### config.mk
export PLATFORM = sky130hd
export DESIGN_NAME = sum_accum
export DESIGN_NICKNAME = d
export VERILOG_FILES = /design/src/rtl/sum_accum_pkg.sv /design/src/rtl/sum_accum_add.sv /design/src/rtl/sum_accum.sv
export SDC_FILE = /design/constraint.sdc
export NUM_CORES = 1
export LEC_CHECK = 0
export CAP_MARGIN = 30
export CORE_ASPECT_RATIO = 2
export CORE_MARGIN = 3
export CORE_UTILIZATION = 55
export CTS_BUF_LIST = sky130_fd_sc_hd__clkbuf_8 sky130_fd_sc_hd__clkbuf_16
export CTS_CLUSTER_DIAMETER = 200
export DETAILED_ROUTE_END_ITERATION = 8
export PLACE_DENSITY = 0.9
export SLEW_MARGIN = 10
export SYNTH_ARGS = -nofsm -noshare
export SYNTH_HDL_FRONTEND = slang
export SYNTH_SLANG_ARGS = --single-unit
### constraint.sdc
create_clock -name clk -period 3.81 [get_ports clk]
set_input_delay 0.762 -clock clk [delete_from_list [all_inputs] [get_ports clk]]
set_output_delay 0.762 -clock clk [all_outputs]
set_load 0.01 [all_outputs]
### src/rtl/sum_accum_pkg.sv
// -----------------------------------------------------------------------------
// sum_accum_pkg
// Shared definitions for the frame accumulator: default widths, the FSM state
// encoding, and the frame-length decoding (a frame_len of 0 means 16 samples).
// Optional feature macro used by the top: SUM_ACCUM_PEAK_EN (adds out_peak).
// -----------------------------------------------------------------------------
package sum_accum_pkg;

    // Default datapath widths; the accumulator must cover 16 * (2^SUM_W - 1).
    localparam int unsigned SUM_W_DEF = 9;
    localparam int unsigned ACC_W_DEF = SUM_W_DEF + 4;

    // Frame length input width and sample counter width (counts 0..16).
    localparam int unsigned LEN_W = 4;
    localparam int unsigned CNT_W = LEN_W + 1;

    // FSM state encoding.
    localparam logic [1:0] ST_IDLE  = 2'b00;
    localparam logic [1:0] ST_ACCUM = 2'b01;
    localparam logic [1:0] ST_HOLD  = 2'b10;

    // Frame length used when frame_len reads 0, and the reset value of len_q.
    localparam logic [CNT_W-1:0] LEN_ZERO_MEANS = CNT_W'(16);

    // Decode the 4-bit frame_len field into a sample count of 1..16.
    function automatic logic [CNT_W-1:0] decode_frame_len(input logic [LEN_W-1:0] fl);
        logic [CNT_W-1:0] len;
        len = CNT_W'(fl);
        if (fl == '0) begin
            len = LEN_ZERO_MEANS;
        end
        return len;
    endfunction

endpackage : sum_accum_pkg

### src/rtl/sum_accum_add.sv
// -----------------------------------------------------------------------------
// acc_add
// Unsigned accumulator adder: running total plus one zero-extended sample.
// The result is combinational and is registered by the caller.
//
// Parameters
//   SUM_W    : sample width
//   ACC_W    : accumulator width (sized by the caller so the sum never wraps)
// Ports
//   acc_i    : current accumulator value
//   sum_i    : incoming sample, zero-extended to ACC_W
//   sum_c_o  : acc_i + sample (combinational)
// -----------------------------------------------------------------------------
module acc_add #(
    parameter int unsigned SUM_W = 9,
    parameter int unsigned ACC_W = 13
) (
    input  logic [ACC_W-1:0] acc_i,
    input  logic [SUM_W-1:0] sum_i,
    output logic [ACC_W-1:0] sum_c_o
);

    // Zero-extend the sample before adding; the accumulator width absorbs carries.
    assign sum_c_o = acc_i + ACC_W'(sum_i);

endmodule : acc_add

### src/rtl/sum_accum.sv
// -----------------------------------------------------------------------------
// sum_accum
// Frame accumulator behind the CLA final-sum stage. Sums a frame of 1..16
// unsigned samples with valid/ready handshakes on both sides and presents the
// frame total and sample count until the consumer takes them.
//
// FSM: IDLE -> ACCUM -> HOLD -> IDLE (IDLE -> HOLD directly for 1-sample frames).
//
// Parameters
//   SUM_W      : sample width (default 9)
//   ACC_W      : accumulator width (default 13 = SUM_W + 4)
// Ports
//   clk        : clock, rising edge
//   rst        : asynchronous active-high reset
//   in_valid   : in_sum valid this cycle
//   in_ready   : block accepts in_sum this cycle (1 in IDLE/ACCUM, 0 in HOLD)
//   in_sum     : unsigned sample
//   frame_len  : samples per frame, 0 means 16; sampled on a frame's first accept
//   out_valid  : frame result valid (exactly while in HOLD)
//   out_ready  : consumer accepts the result
//   out_acc    : frame total
//   out_count  : samples in the frame (1..16)
//   out_peak   : largest sample of the frame (only with SUM_ACCUM_PEAK_EN)
//
// Build option: define SUM_ACCUM_PEAK_EN to add the out_peak port and logic.
// -----------------------------------------------------------------------------
module sum_accum
    import sum_accum_pkg::*;
#(
    parameter int unsigned SUM_W = SUM_W_DEF,
    parameter int unsigned ACC_W = ACC_W_DEF
) (
    input  logic             clk,
    input  logic             rst,
    input  logic             in_valid,
    output logic             in_ready,
    input  logic [SUM_W-1:0] in_sum,
    input  logic [LEN_W-1:0] frame_len,
    output logic             out_valid,
    input  logic             out_ready,
    output logic [ACC_W-1:0] out_acc,
    output logic [CNT_W-1:0] out_count
`ifdef SUM_ACCUM_PEAK_EN
    ,
    output logic [SUM_W-1:0] out_peak
`endif
);

    // -------------------------------------------------------------------------
    // State
    // -------------------------------------------------------------------------
    logic [1:0]       state_q,     state_d;
    logic [ACC_W-1:0] acc_q,       acc_d;
    logic [CNT_W-1:0] count_q,     count_d;
    logic [CNT_W-1:0] len_q,       len_d;
    logic             in_ready_q,  in_ready_d;
    logic             out_valid_q, out_valid_d;
`ifdef SUM_ACCUM_PEAK_EN
    logic [SUM_W-1:0] peak_q,      peak_d;
`endif

    logic             in_fire;
    logic             out_fire;
    logic [ACC_W-1:0] acc_sum;
    logic [CNT_W-1:0] count_inc;
    logic [CNT_W-1:0] first_len;

    // Transfers happen only on a full handshake.
    assign in_fire   = in_valid  && in_ready_q;
    assign out_fire  = out_valid_q && out_ready;
    assign count_inc = count_q + CNT_W'(1);
    assign first_len = decode_frame_len(frame_len);

    // -------------------------------------------------------------------------
    // Accumulator adder
    // -------------------------------------------------------------------------
    acc_add #(
        .SUM_W (SUM_W),
        .ACC_W (ACC_W)
    ) u_acc_add (
        .acc_i   (acc_q),
        .sum_i   (in_sum),
        .sum_c_o (acc_sum)
    );

    // -------------------------------------------------------------------------
    // Next-state and datapath update
    // -------------------------------------------------------------------------
    always_comb begin
        state_d = state_q;
        acc_d   = acc_q;
        count_d = count_q;
        len_d   = len_q;
`ifdef SUM_ACCUM_PEAK_EN
        peak_d  = peak_q;
`endif

        case (state_q)
            ST_IDLE: begin
                // First sample of a frame: the only point where frame_len is sampled.
                if (in_fire) begin
                    len_d   = first_len;
                    acc_d   = ACC_W'(in_sum);
                    count_d = CNT_W'(1);
`ifdef SUM_ACCUM_PEAK_EN
                    peak_d  = in_sum;
`endif
                    state_d = (first_len == CNT_W'(1)) ? ST_HOLD : ST_ACCUM;
                end
            end

            ST_ACCUM: begin
                if (in_fire) begin
                    acc_d   = acc_sum;
                    count_d = count_inc;
`ifdef SUM_ACCUM_PEAK_EN
                    if (in_sum > peak_q) begin
                        peak_d = in_sum;
                    end
`endif
                    if (count_inc == len_q) begin
                        state_d = ST_HOLD;
                    end
                end
            end

            ST_HOLD: begin
                // Result is consumed; in_ready is already low so nothing enters this cycle.
                if (out_fire) begin
                    state_d = ST_IDLE;
                    acc_d   = '0;
                    count_d = '0;
`ifdef SUM_ACCUM_PEAK_EN
                    peak_d  = '0;
`endif
                end
            end

            default: begin
                state_d = ST_IDLE;
                acc_d   = '0;
                count_d = '0;
`ifdef SUM_ACCUM_PEAK_EN
                peak_d  = '0;
`endif
            end
        endcase

        // Handshake flags are registered copies of the next state's decode.
        in_ready_d  = (state_d != ST_HOLD);
        out_valid_d = (state_d == ST_HOLD);
    end

    // -------------------------------------------------------------------------
    // State registers
    // -------------------------------------------------------------------------
    always_ff @(posedge clk or posedge rst) begin
        if (rst) begin
            state_q     <= ST_IDLE;
            acc_q       <= '0;
            count_q     <= '0;
            len_q       <= LEN_ZERO_MEANS;
            in_ready_q  <= 1'b1;
            out_valid_q <= 1'b0;
        end else begin
            state_q     <= state_d;
            acc_q       <= acc_d;
            count_q     <= count_d;
            len_q       <= len_d;
            in_ready_q  <= in_ready_d;
            out_valid_q <= out_valid_d;
        end
    end

`ifdef SUM_ACCUM_PEAK_EN
    // Running frame maximum.
    always_ff @(posedge clk or posedge rst) begin
        if (rst) begin
            peak_q <= '0;
        end else begin
            peak_q <= peak_d;
        end
    end

    assign out_peak = peak_q;
`endif

    // -------------------------------------------------------------------------
    // Outputs, all straight from registers
    // -------------------------------------------------------------------------
    assign in_ready  = in_ready_q;
    assign out_valid = out_valid_q;
    assign out_acc   = acc_q;
    assign out_count = count_q;

endmodule : sum_accum

## Word level (Yosys, flattened, before mapping)

Index checks and enable logic that the tools add are counted.

- Add/sub/neg operators: 2
- Equal/unequal tests: 9
- Muxes and demuxes: 15
- Reductions and logical operators: 6

Operators with widths:

| operator | number |
|---|---|
| $mux W13 | 3 |
| $pmux W13 S3 | 1 |
| $mux W5 | 4 |
| $pmux W5 S3 | 1 |
| $add A13 B9 Y13 | 1 |
| $mux W2 | 5 |
| $ne A2 B2 Y1 const B | 4 |
| $pmux W2 S3 | 1 |
| $add A5 B1 Y5 const B | 1 |
| $eq A5 B1 Y1 const B | 1 |
| $eq A5 B5 Y1 | 1 |
| $eq A2 B2 Y1 const B | 2 |
| $logic_not A4 Y1 | 1 |
| $reduce_and A3 Y1 | 1 |
| $eq A2 B1 Y1 const B | 1 |
| $logic_and A1 B1 Y1 | 2 |
| $logic_not A2 Y1 | 1 |
| $reduce_and A2 Y1 | 1 |

- Register bits: 27
- Output and inout port bits: 20
- Word-level logic and storage cells: 38

## Longest topological paths before layout

Gate-level depths: netlist (run 1).

- Word-level depth: 7
- Depth in mapped cells: 9

## Modules after synthesis

Synthesis (run 1) repeated with hierarchy kept, for this count alone.

- Cells, all modules: 187
- Area, all modules: 1803.0 sq um

By module, submodules not included:

| module | instances | cells each | area an instance (sq um) |
|---|---|---|---|
| sum_accum | 1 | 111 | 1270.0 |
| acc_add | 1 | 76 | 533.0 |

## Least setup slack after synthesis (run 1)

No wires, ideal clock.

- Path kind: input-to-reg
- From: input port in_sum[0]
- To: register acc_q[12], in the netlist out_acc[12]
- Setup time: 0.069 ns
- Arrival time: 2.561 ns
- Required time: 3.741 ns
- Setup slack: 1.180 ns
- Stages on the path: 9
- Path through: ha_1 inv_1 fa_1 and2b_1 o31a_2 nor3_1 o31a_1 or4_1 nand3_1

- Word-level cells in the longest chain between the ends: 3

RTL lines:

| item | RTL line | text |
|---|---|---|
| from (decl) | sum_accum.sv:37 | `input logic [SUM_W-1:0] in_sum,` |
| $add A13 B9 Y13 | sum_accum_add.sv:24 | `assign sum_c_o = acc_i + ACC_W'(sum_i);` |
| $mux W13 | sum_accum.sv:113 | `if (in_fire) begin` |
| $pmux W13 S3 | sum_accum.sv:98 | `case (state_q)` |
| to (signal assigned) | sum_accum.sv:160 | `acc_q <= '0;` |
| to (signal assigned) | sum_accum.sv:167 | `acc_q <= acc_d;` |
| to (decl) | sum_accum.sv:53 | `logic [ACC_W-1:0] acc_q, acc_d;` |

Every way passes these cells. The select of a mux whose other input is x is not followed.
A chain may end at the register's enable or synchronous reset.

## Worst setup path after layout (run 1)

Same ends and word-level chain as after synthesis.

==> results of run 1 <==
registers in the layout, indices dropped and copies added (netlist names):
| signal | count |
|---|---|
| in_ready | 1 |
| out_valid | 1 |
| state_q | 2 |
| out_acc | 13 |
| out_count | 5 |
| len_q | 5 |
power groups by stage:
stage	sequential, uW	clock (uW)	combinational, uW
2_1_floorplan	570	0	711
3_3_place_gp	559	0	1090
4_1_cts	558	163	1140
3_5_place_dp	563	0	1130
6_report	561	161	1140
5_1_grt	577	172	1260
kinds of logic (layout without fill, tap and decap cells):
kind of cell    count (synthesis)  count (layout)  share of synthesized area [%]
flops                          27              27                           39.0
xor+xnor                       11              11                           5.55
buf+inv                        15              53                           3.31
mux                             4               4                           2.38
compound gates                 60              60                           23.1
simple gates                   67              67                           18.3
fa+ha+maj                      11              11                           8.36
cell type report:
class                   count  area [um^2]
clock inverters             1         3.75
flip-flops and latches     27          678
multi-input cells         153         1000
fillers                   213          785
clock buffers               3         41.3
inverters                   9         33.8
repair buffers             40          398
well taps                  30         37.5
cells in the mapped netlist, drive strengths merged, types with 2 or more instances:
master / count / area, um^2
a211o: 2 / 17.5
a211oi: 3 / 22.5
a21o: 6 / 46.3
a21oi: 10 / 50.1
a221o: 2 / 20.0
a22oi: 2 / 15.0
a31oi: 3 / 18.8
and2b: 2 / 15.0
clkbuf: 5 / 18.8
dfrtp: 25 / 626
dfstp: 2 / 52.6
ha: 10 / 125
inv: 9 / 33.8
mux2i: 3 / 30.0
nand2: 33 / 124
nand2b: 3 / 18.8
nand3: 4 / 20.0
nor2: 6 / 22.5
nor3: 6 / 30.0
nor3b: 2 / 15.0
nor4: 2 / 12.5
o211ai: 2 / 15.0
o21a: 2 / 15.0
o21ai: 13 / 65.1
o22ai: 4 / 25.0
o31a: 2 / 18.8
o31ai: 7 / 52.6
or3: 2 / 12.5
xnor2: 4 / 35.0
xor2: 7 / 61.3
final timing paths:
check                                               end                   start  cells past startpoint  slack (ps)
worst max-delay path            out_acc[12]$_DFFE_PP0P_               in_sum[0]                     10         820
worst min-delay path               len_q[4]$_DFFE_PP1P_    len_q[4]$_DFFE_PP1P_                      2         500
worst max register to register  out_acc[12]$_DFFE_PP0P_  out_acc[0]$_DFFE_PP0P_                      9        1400
worst min register to register     len_q[4]$_DFFE_PP1P_    len_q[4]$_DFFE_PP1P_                      2         500
max in group asynchronous          len_q[4]$_DFFE_PP1P_                     rst                      3        2400
min in group asynchronous       out_acc[11]$_DFFE_PP0P_                     rst                      2         830
critical path, delay by kind of cell:
kind	cells	cell delay (ps)
AO/OA/AOI/OAI	2	470
buffers and inverters	2	540
AND/OR/NAND/NOR	4	870
adder cells (fa/ha/maj)	2	560
metrics by stage:
stage	instances	setup WS [ps]
finish	263	815
detailed placement	259	541
global route	263	709
floorplan	195	1180
global placement	258	615
CTS	263	822
routing by layer:
metal / share of wire, % / vias to the layer above / wire length, um / GRT usage [%]
li1: - / 785 / - / -
met1: 37 / 779 / 1620 / 28.0
met2: 55 / 66 / 2430 / 42.8
met3: 5.4 / 13 / 238 / 2.76
met4: 2.8 / 0 / 124 / 12.7
met5: 0 / - / 0 / 0
==> run metrics, run 1 <==
Clock Power Share 8.7%; Avg Inst Size Synth 8.91 um^2; n_diodes 0; Leak 0.00100 uW; post-synthesis net count 223; Max Clock Freq 0.334 GHz; DR iter-0 viols 93; arrival time at the worst endpoint 3210 ps; area grow syn2layout 26.3%; Hold/Removal Path Class flop to flop; Final #Nets 262; Slew headroom 62.8%; GRT Util Overall 24.7%; Cell Area, Synth 1740 um^2; CTS Root Cell clkbuf_8; Main synth FF type dfrtp_1; maximum buffer depth of the clock tree 2; total die area 3910 um^2; Initial DRT Pass Iterations 7; Max-Cap Viols 0; H-tree Lvls 1; P per Cell Area 849 nW/um^2; slowest cell on the critical path clkdlybuf4s50_1; sw frac 44.4%; Setup-failing EPs final 0; vias in the first global route 1669; total power 1860 uW; Post-DP Area 2150 um^2; Post-CTS Setup Bufs 0; die height 85.5 um; TritonCTS clock tree done; Via Count 1643; Worst path max stage delay 480 ps; RSZ-0062 raised after global routing false; Routed wire per std cell 16.8 um; DR vias/cell 6.25; antenna violations before repair 0; ANT nets after route 0; I/O pin count 37; cell count after synthesis 195; Fin Clk Skew 2.45 ps; Hold Violations, Final 0; WP data required 4020 ps; # rows 28; most frequent cells in the layout 36 x clkdlybuf4s50_1, 33 x nand2_1, 25 x dfrtp_1; fin crit share 78.6%; sw power 826 uW; Slew Limit Fails 0; Sink Count 27; kind of critical path input port to flop; crit path time final 2990 ps; post_cts resized 0; Unique masters post-synth 44; Max IR drop VDD 0.476 mV; share of cells above drive strength 1 6.01%; WHS 500 ps; internal power 1040 uW; GRT overflow 0; CP Launch Type input port; CTS clk-pin slew, worst paths 90 ps; DP HPWL 3290 um; worst slew pin tran 557 ps; status completed; final instance area 2190 um^2; DR DRC count 0; number of synthesis warnings 0; pin count of the biggest net entering global routing 24; Async SR Flop Fraction 100%; Hold-fix buffers, CTS 0; commonest non-fill, non-tap cell in the layout clkdlybuf4s50_1; post-layout util 73.7%; final wirelength 4420 um; post-synthesis sequential area ratio 39.0%; Comb power frac 61.2%; Seq cells post-synth 27; Core Area 2980 um^2; die width 45.7 um; EDFF count, synth 0; Starting Density 58.3%; CTS buffer count 3; routability cong. 0.891; Flop pwr share 30.1%; global-route wire length before repair 7290 um; clk_lat worst skew 270 ps; setup TNS 0 ps; worst path cell trace clkdlybuf4s50_1 -> ha_1 -> inv_1 -> fa_1 -> and2b_1 -> o31a_2 -> nor3_1 -> o31a_1 -> or4_1 -> nand3_1; number of port buffers 36; worst-path fanout max 4; Setup crit end kind flop
(Power assumes the default switching activity.)
==> run 2: changes to the inputs <==
- CORE_UTILIZATION: 55 -> 51
- PLACE_DENSITY: 0.9 -> 0.85
- clock period: 3.81 -> 2.8 ns (I/O delays scaled with it)
==> run 2 against run 1 <==
Compared with the run above:
- core utilization fell by 4.1 points
- hold slack improved by 4.6 ps
- die area rose by 7.0%
- sequential power rose by 37%
- largest cell class unchanged
- highest routed layer unchanged
==> run metrics, run 2 (synthesis gave the netlist of run 1 again) <==
status completed; RSZ-0062 raised after global routing false; P per Cell Area 1160 nW/um^2 (+37%); Layout fillers 264 (+24%); DR vias/cell 6.20 (-0.78%); Setup-failing EPs final 0 (unchanged); Final #Nets 270 (+3.1%); Crit path max-delay family simple AND/OR/NAND/NOR gates; area grow syn2layout 29.4%; kind of critical path input port to flop; final wirelength 4630 um (+4.9%); GRT Util Overall 25.3% (+0.55 points); Max Clock Freq 0.375 GHz; Sink Count 27 (unchanged); GRT overflow 0 (unchanged); DR DRC count 0 (unchanged); CTS Root Cell clkbuf_8; Worst path max stage delay 480 ps (about the same); CP Buf/Inv Count 2 (unchanged); arrival time at the worst endpoint 2880 ps (-330 ps); WHS 505 ps (+4.55 ps); Hold Violations, Final 0 (unchanged); Worst Slack Setup Final 133 ps (-682 ps); Routed wire per std cell 17.0 um (+1.5%); worst slew pin tran 740 ps (+183 ps); Post-CTS Setup Bufs 0 (unchanged); Initial DRT Pass Iterations 4 (-3); WP data required 3010 ps (-1010 ps); CP Launch Type input port; vias in the first global route 1745 (+4.6%); I/O pin count 37 (unchanged); routability cong. 0.942 (+5.8%); worst path cell trace clkdlybuf4s50_1 -> ha_1 -> inv_1 -> fa_1 -> and2b_1 -> o31a_2 -> nor3_1 -> o31a_1 -> or4_1 -> nand3_1; post_cts resized 0 (unchanged); Post-Place Worst Slack -149 ps (-689 ps); clk_lat worst skew 270 ps (about the same); area of the multi-input gates 1000 um^2 (unchanged); Slew Limit Fails 0 (unchanged); worst-path fanout max 2 (-2); ANT nets after route 0 (unchanged); CTS buffer count 3 (unchanged); Max-Cap Viols 0 (unchanged); DR iter-0 viols 84 (-9.7%); die width 47.3 um (+3.3%); Core Area 3230 um^2 (+8.4%); Max IR drop VDD 0.699 mV (+47%); n_diodes 0 (unchanged); CTS clk-pin slew, worst paths 90 ps (about the same); share of cells above drive strength 1 9.13% (+3.1 points); pin count of the biggest net entering global routing 24 (unchanged); Starting Density 53.8% (-4.5 points); slowest cell on the critical path clkdlybuf4s50_1; H-tree Lvls 1 (unchanged); Post-DP Area 2200 um^2 (+2.5%); DP HPWL 3510 um (+6.7%); maximum buffer depth of the clock tree 2 (unchanged); global-route wire length before repair 7700 um (+5.6%); number of port buffers 36 (unchanged); Leak 0.00104 uW (+3.6%); antenna violations before repair 0 (unchanged); Via Count 1686 (+2.6%); max reg flops 13 (unchanged); Register Area 678 um^2 (unchanged); die height 88.5 um (+3.6%); commonest non-fill, non-tap cell in the layout clkdlybuf4s50_1; final instance area 2250 um^2 (+2.5%); Hold/Removal Path Class flop to flop; Setup crit end kind flop; TritonCTS clock tree done; total die area 4180 um^2 (+7.0%); fin crit share 95.2%; total power 2600 uW (+40%); non-filler cells, final 272 (+3.4%); Hold-fix buffers, CTS 0 (unchanged); placed cells 268 (+3.5%); most frequent cells in the layout 36 x clkdlybuf4s50_1, 33 x nand2_1, 25 x dfrtp_1; Fin Clk Skew 1.79 ps (-0.655 ps); # rows 29 (+3.6%); Slew headroom 50.6% (-12 points); crit path time final 2670 ps
run 2: changes by cell type in the layout (fill, tap and decap cells not counted):
cell,delta
buf_4,+9
buf_8,-1
run 2: routing by layer:
layer	track usage [%]	up-vias	share of wire, %
met5	0	-	0
met4	10.1	0	1.6
met3	2.24	9	4.1
met2	46.6	59	58
met1	27.5	819	37
li1	-	799	-
run 2: area by class of cell:
class / instances / area share (%)
Tap cell: 31 / 1.73
Timing Repair Buffer: 48 / 20.0
Clock buffer: 3 / 1.84
Multi-Input combinational cell: 153 / 44.5
Clock inverter: 1 / 0.167
Inverter: 9 / 1.50
Sequential cell: 27 / 30.2
run 2: worst paths after layout:
| path | start | to | slack, ps | cells after the start |
|---|---|---|---|---|
| setup / recovery | in_sum[0] | out_acc[12]$_DFFE_PP0P_ | 130 | 10 |
| hold / removal | len_q[1]$_DFFE_PP0P_ | len_q[1]$_DFFE_PP0P_ | 500 | 2 |
| setup reg to reg | out_acc[0]$_DFFE_PP0P_ | out_acc[6]$_DFFE_PP0P_ | 480 | 10 |
| hold reg to reg | len_q[1]$_DFFE_PP0P_ | len_q[1]$_DFFE_PP0P_ | 500 | 2 |
| max in group asynchronous | rst | out_count[4]$_DFFE_PP0P_ | 1510 | 3 |
| min in group asynchronous | rst | out_count[1]$_DFFE_PP0P_ | 710 | 2 |
run 2: worst min-delay path, delay by kind of cell, from the launching register on:
kind | cells | cell delay [ps]
simple gates | 2 | 110
flops | 1 | 370
run 2: through the flow:
stage / setup TNS (ps) / util, %
global route: 0 / 69.6
global placement: -314 / 68.2
finish: 0 / 69.6
CTS: 0 / 69.6
floorplan: 0 / -
detailed placement: -492 / 68.2
run 2: power breakdown:
group	switching [uW]	total (uW)	internal [uW]
Sequential	198	771	573
Clock	119	217	98.4
Combinational	833	1620	784
Total	1150	2600	1450
==> RTL change: new RTL, settings of run 2 <==
The option `SUM_ACCUM_PEAK_EN` is turned on by a define.
--- a/src/rtl/sum_accum.sv
+++ b/src/rtl/sum_accum.sv
@@ -25,4 +25,6 @@
 // Build option: define SUM_ACCUM_PEAK_EN to add the out_peak port and logic.
 // -----------------------------------------------------------------------------
+`define SUM_ACCUM_PEAK_EN
+
 module sum_accum
     import sum_accum_pkg::*;
Check against the original RTL (old outputs only; new: out_peak): equivalent (Yosys induction, for registers that start in step).
==> RTL change against run 2 <==
- wire length increased by 27%
- worst hold slack improved by 0.028 ns
- die area is 30% higher
- clock skew up 0.0028 ns
- synthesized area increased by 34%
- sequential share of layout area barely moved
- total power up 34%
- count of clock-buffer cells in the layout rose by 3
- worst setup slack better by 0.12 ns
- sequential cell count grew 9
- largest power group unchanged
- critical path depth is the same
- final area rose by 33%
==> RTL change: results (changes against run 2) <==
run status -> finished, final reports clean (unchanged)
worst clock skew -> 0.004580 ns (was 0.001793 ns)
TritonCTS Buffers -> 5 (was 3)
cts repair resizes -> 0 (unchanged)
clock network power -> 385 µW (was 217 µW)
hold endpoint -> out_peak[5]$_DFFE_PP0P_ (was len_q[1]$_DFFE_PP0P_)
post-synthesis mux area share -> 4.207% (was 2.378%)
initial antenna violation count -> 0 (unchanged)
top cells by count, synth -> dfrtp_1 (34), ha_1 (19), o21ai_0 (18) (was nand2_1 (33), dfrtp_1 (25), o21ai_0 (13))
top cells by area, synth -> dfrtp_1 (37%), ha_1 (10%), a22o_1 (4.2%) (was dfrtp_1 (36%), ha_1 (7.2%), nand2_1 (7.1%))
max reg flops -> 13 (unchanged)
R2R cell count -> 9 (was 10)
number of global-route vias before repair -> 2168 (was 1745)
number of DRC markers in iteration 0 -> 59 (was 84)
hold path depth -> 1 (was 2)
CP Max Fanout -> 2 (unchanged)
Global Route Usage Sum -> 24.82% (was 25.28%)
Net Switching -> 1458 µW (was 1150 µW)
Synth Warn # -> 0 (unchanged)
drt via density -> 5.915 (was 6.199)
post-synthesis sequential area ratio -> 38.94% (was 39.05%)
# nets final -> 335 (was 270)
Critical R2R Launch -> out_acc[0]$_DFFE_PP0P_ (unchanged)
Adder-Cell Fraction of Synth Area -> 11.11% (was 8.357%)
Net Count, Synth -> 277 (was 223)
Setup crit start -> in_sum[0] (unchanged)
pin count of the biggest net entering global routing -> 37 (was 24)
H-Tree Depth -> 2 (was 1)
worst skew pair latency -> 0.29 ns (was 0.27 ns)
Root Driver -> clkbuf_8 (unchanged)
share of flip-flops with an asynchronous set or reset -> 100.0% (unchanged)
P_leak -> 0.001328 µW (was 0.001037 µW)
share of layout cells above drive strength 1 -> 12.71% (was 9.129%)
first-pass GRT wire length -> 9936 µm (was 7700 µm)
n_diodes -> 0 (unchanged)
register-to-register setup slack -> 0.63 ns (was 0.48 ns)
Compound-Gate Fraction of Synth Area -> 23.89% (was 23.05%)
Hold Crit Class -> reg2reg (unchanged)
post-synth cell types -> 52 (was 44)
Port Buffers -> 45 (was 36)
Power Combinational -> 2070 µW (was 1620 µW)
Hold Crit Start -> out_peak[5]$_DFFE_PP0P_ (was len_q[1]$_DFFE_PP0P_)
Max Root-Sink Buffers -> 2 (unchanged)
routed len/inst -> 16.72 µm (was 17.04 µm)
Routability Congestion -> 0.9111 (was 0.9424)
arrival time at the worst endpoint -> 2.77 ns (was 2.88 ns)
Slew headroom -> 64.48% (was 50.61%)
DR pass1 iterations -> 4 (unchanged)
Top FF cell, synth -> dfrtp_1 (unchanged)
Clock transition at path regs -> 0.07 ns (was 0.09 ns)
DPL Wire Length -> 4563 µm (was 3509 µm)
postcts setup bufs -> 0 (unchanged)
Synth Area in XOR/XNOR -> 2.643% (was 5.548%)
capture point of the worst path -> out_acc[10]$_DFFE_PP0P_ (was out_acc[12]$_DFFE_PP0P_)
VDD IR max -> 724.3 µV (was 699.0 µV)
worst hold margin -> 0.5329 ns (was 0.5049 ns)
RTL change: cell count changes in the layout (fill, tap and decap cells not counted), sizes merged, moves of 4 or more:
| cell | run 2 | this run |
|---|---|---|
| nand2 | 33 | 15 |
| nor2 | 6 | 18 |
| a22o | 0 | 11 |
| clkdlybuf4s50 | 36 | 45 |
| dfrtp | 25 | 34 |
| ha | 10 | 19 |
| o21ai | 13 | 21 |
| inv | 10 | 15 |
| mux2 | 1 | 6 |
| nor2b | 1 | 6 |
| xor2 | 7 | 3 |
RTL change: cell type report:
| cell class | instances | area, µm² |
|---|---|---|
| Fill cell | 372 | 1386 |
| Clock buffer | 6 | 82.58 |
| Sequential cell | 36 | 903.4 |
| Tap cell | 54 | 67.56 |
| Inverter | 15 | 56.30 |
| Timing Repair Buffer | 57 | 540.5 |
| Clock inverter | 2 | 10.01 |
| Multi-Input combinational cell | 183 | 1335 |
RTL change: metrics by stage:
stage | utilization [%] | setup WS, ns | instances | total power [µW] | instance area (µm²)
6_report | 68.36 | 0.2500 | 353 | 3497 | 2995
3_3_place_gp | 66.25 | -0.004389 | 345 | 3037 | 2903
4_1_cts | 68.36 | 0.2490 | 353 | 3515 | 2995
2_1_floorplan | - | 0.5079 | 240 | 2281 | 2320
5_1_grt | 68.36 | 0.1122 | 353 | 3791 | 2995
3_5_place_dp | 66.25 | -0.06503 | 345 | 3108 | 2903
RTL change: metal layers:
layer,global-route usage (%),wire length [µm]
met5,0,0
met1,25.59,2121
met4,12.60,210
met2,45.79,3399
met3,3.240,172
RTL change: critical path, stage by stage:
cell             delay, ns
clkdlybuf4s50_1       0.48
ha_1                  0.17
inv_1                 0.05
fa_1                  0.43
nor2b_4               0.14
o31a_4                0.13
o31ai_1               0.07
and3_4                0.19
or4b_1                0.46
o21ai_1               0.09
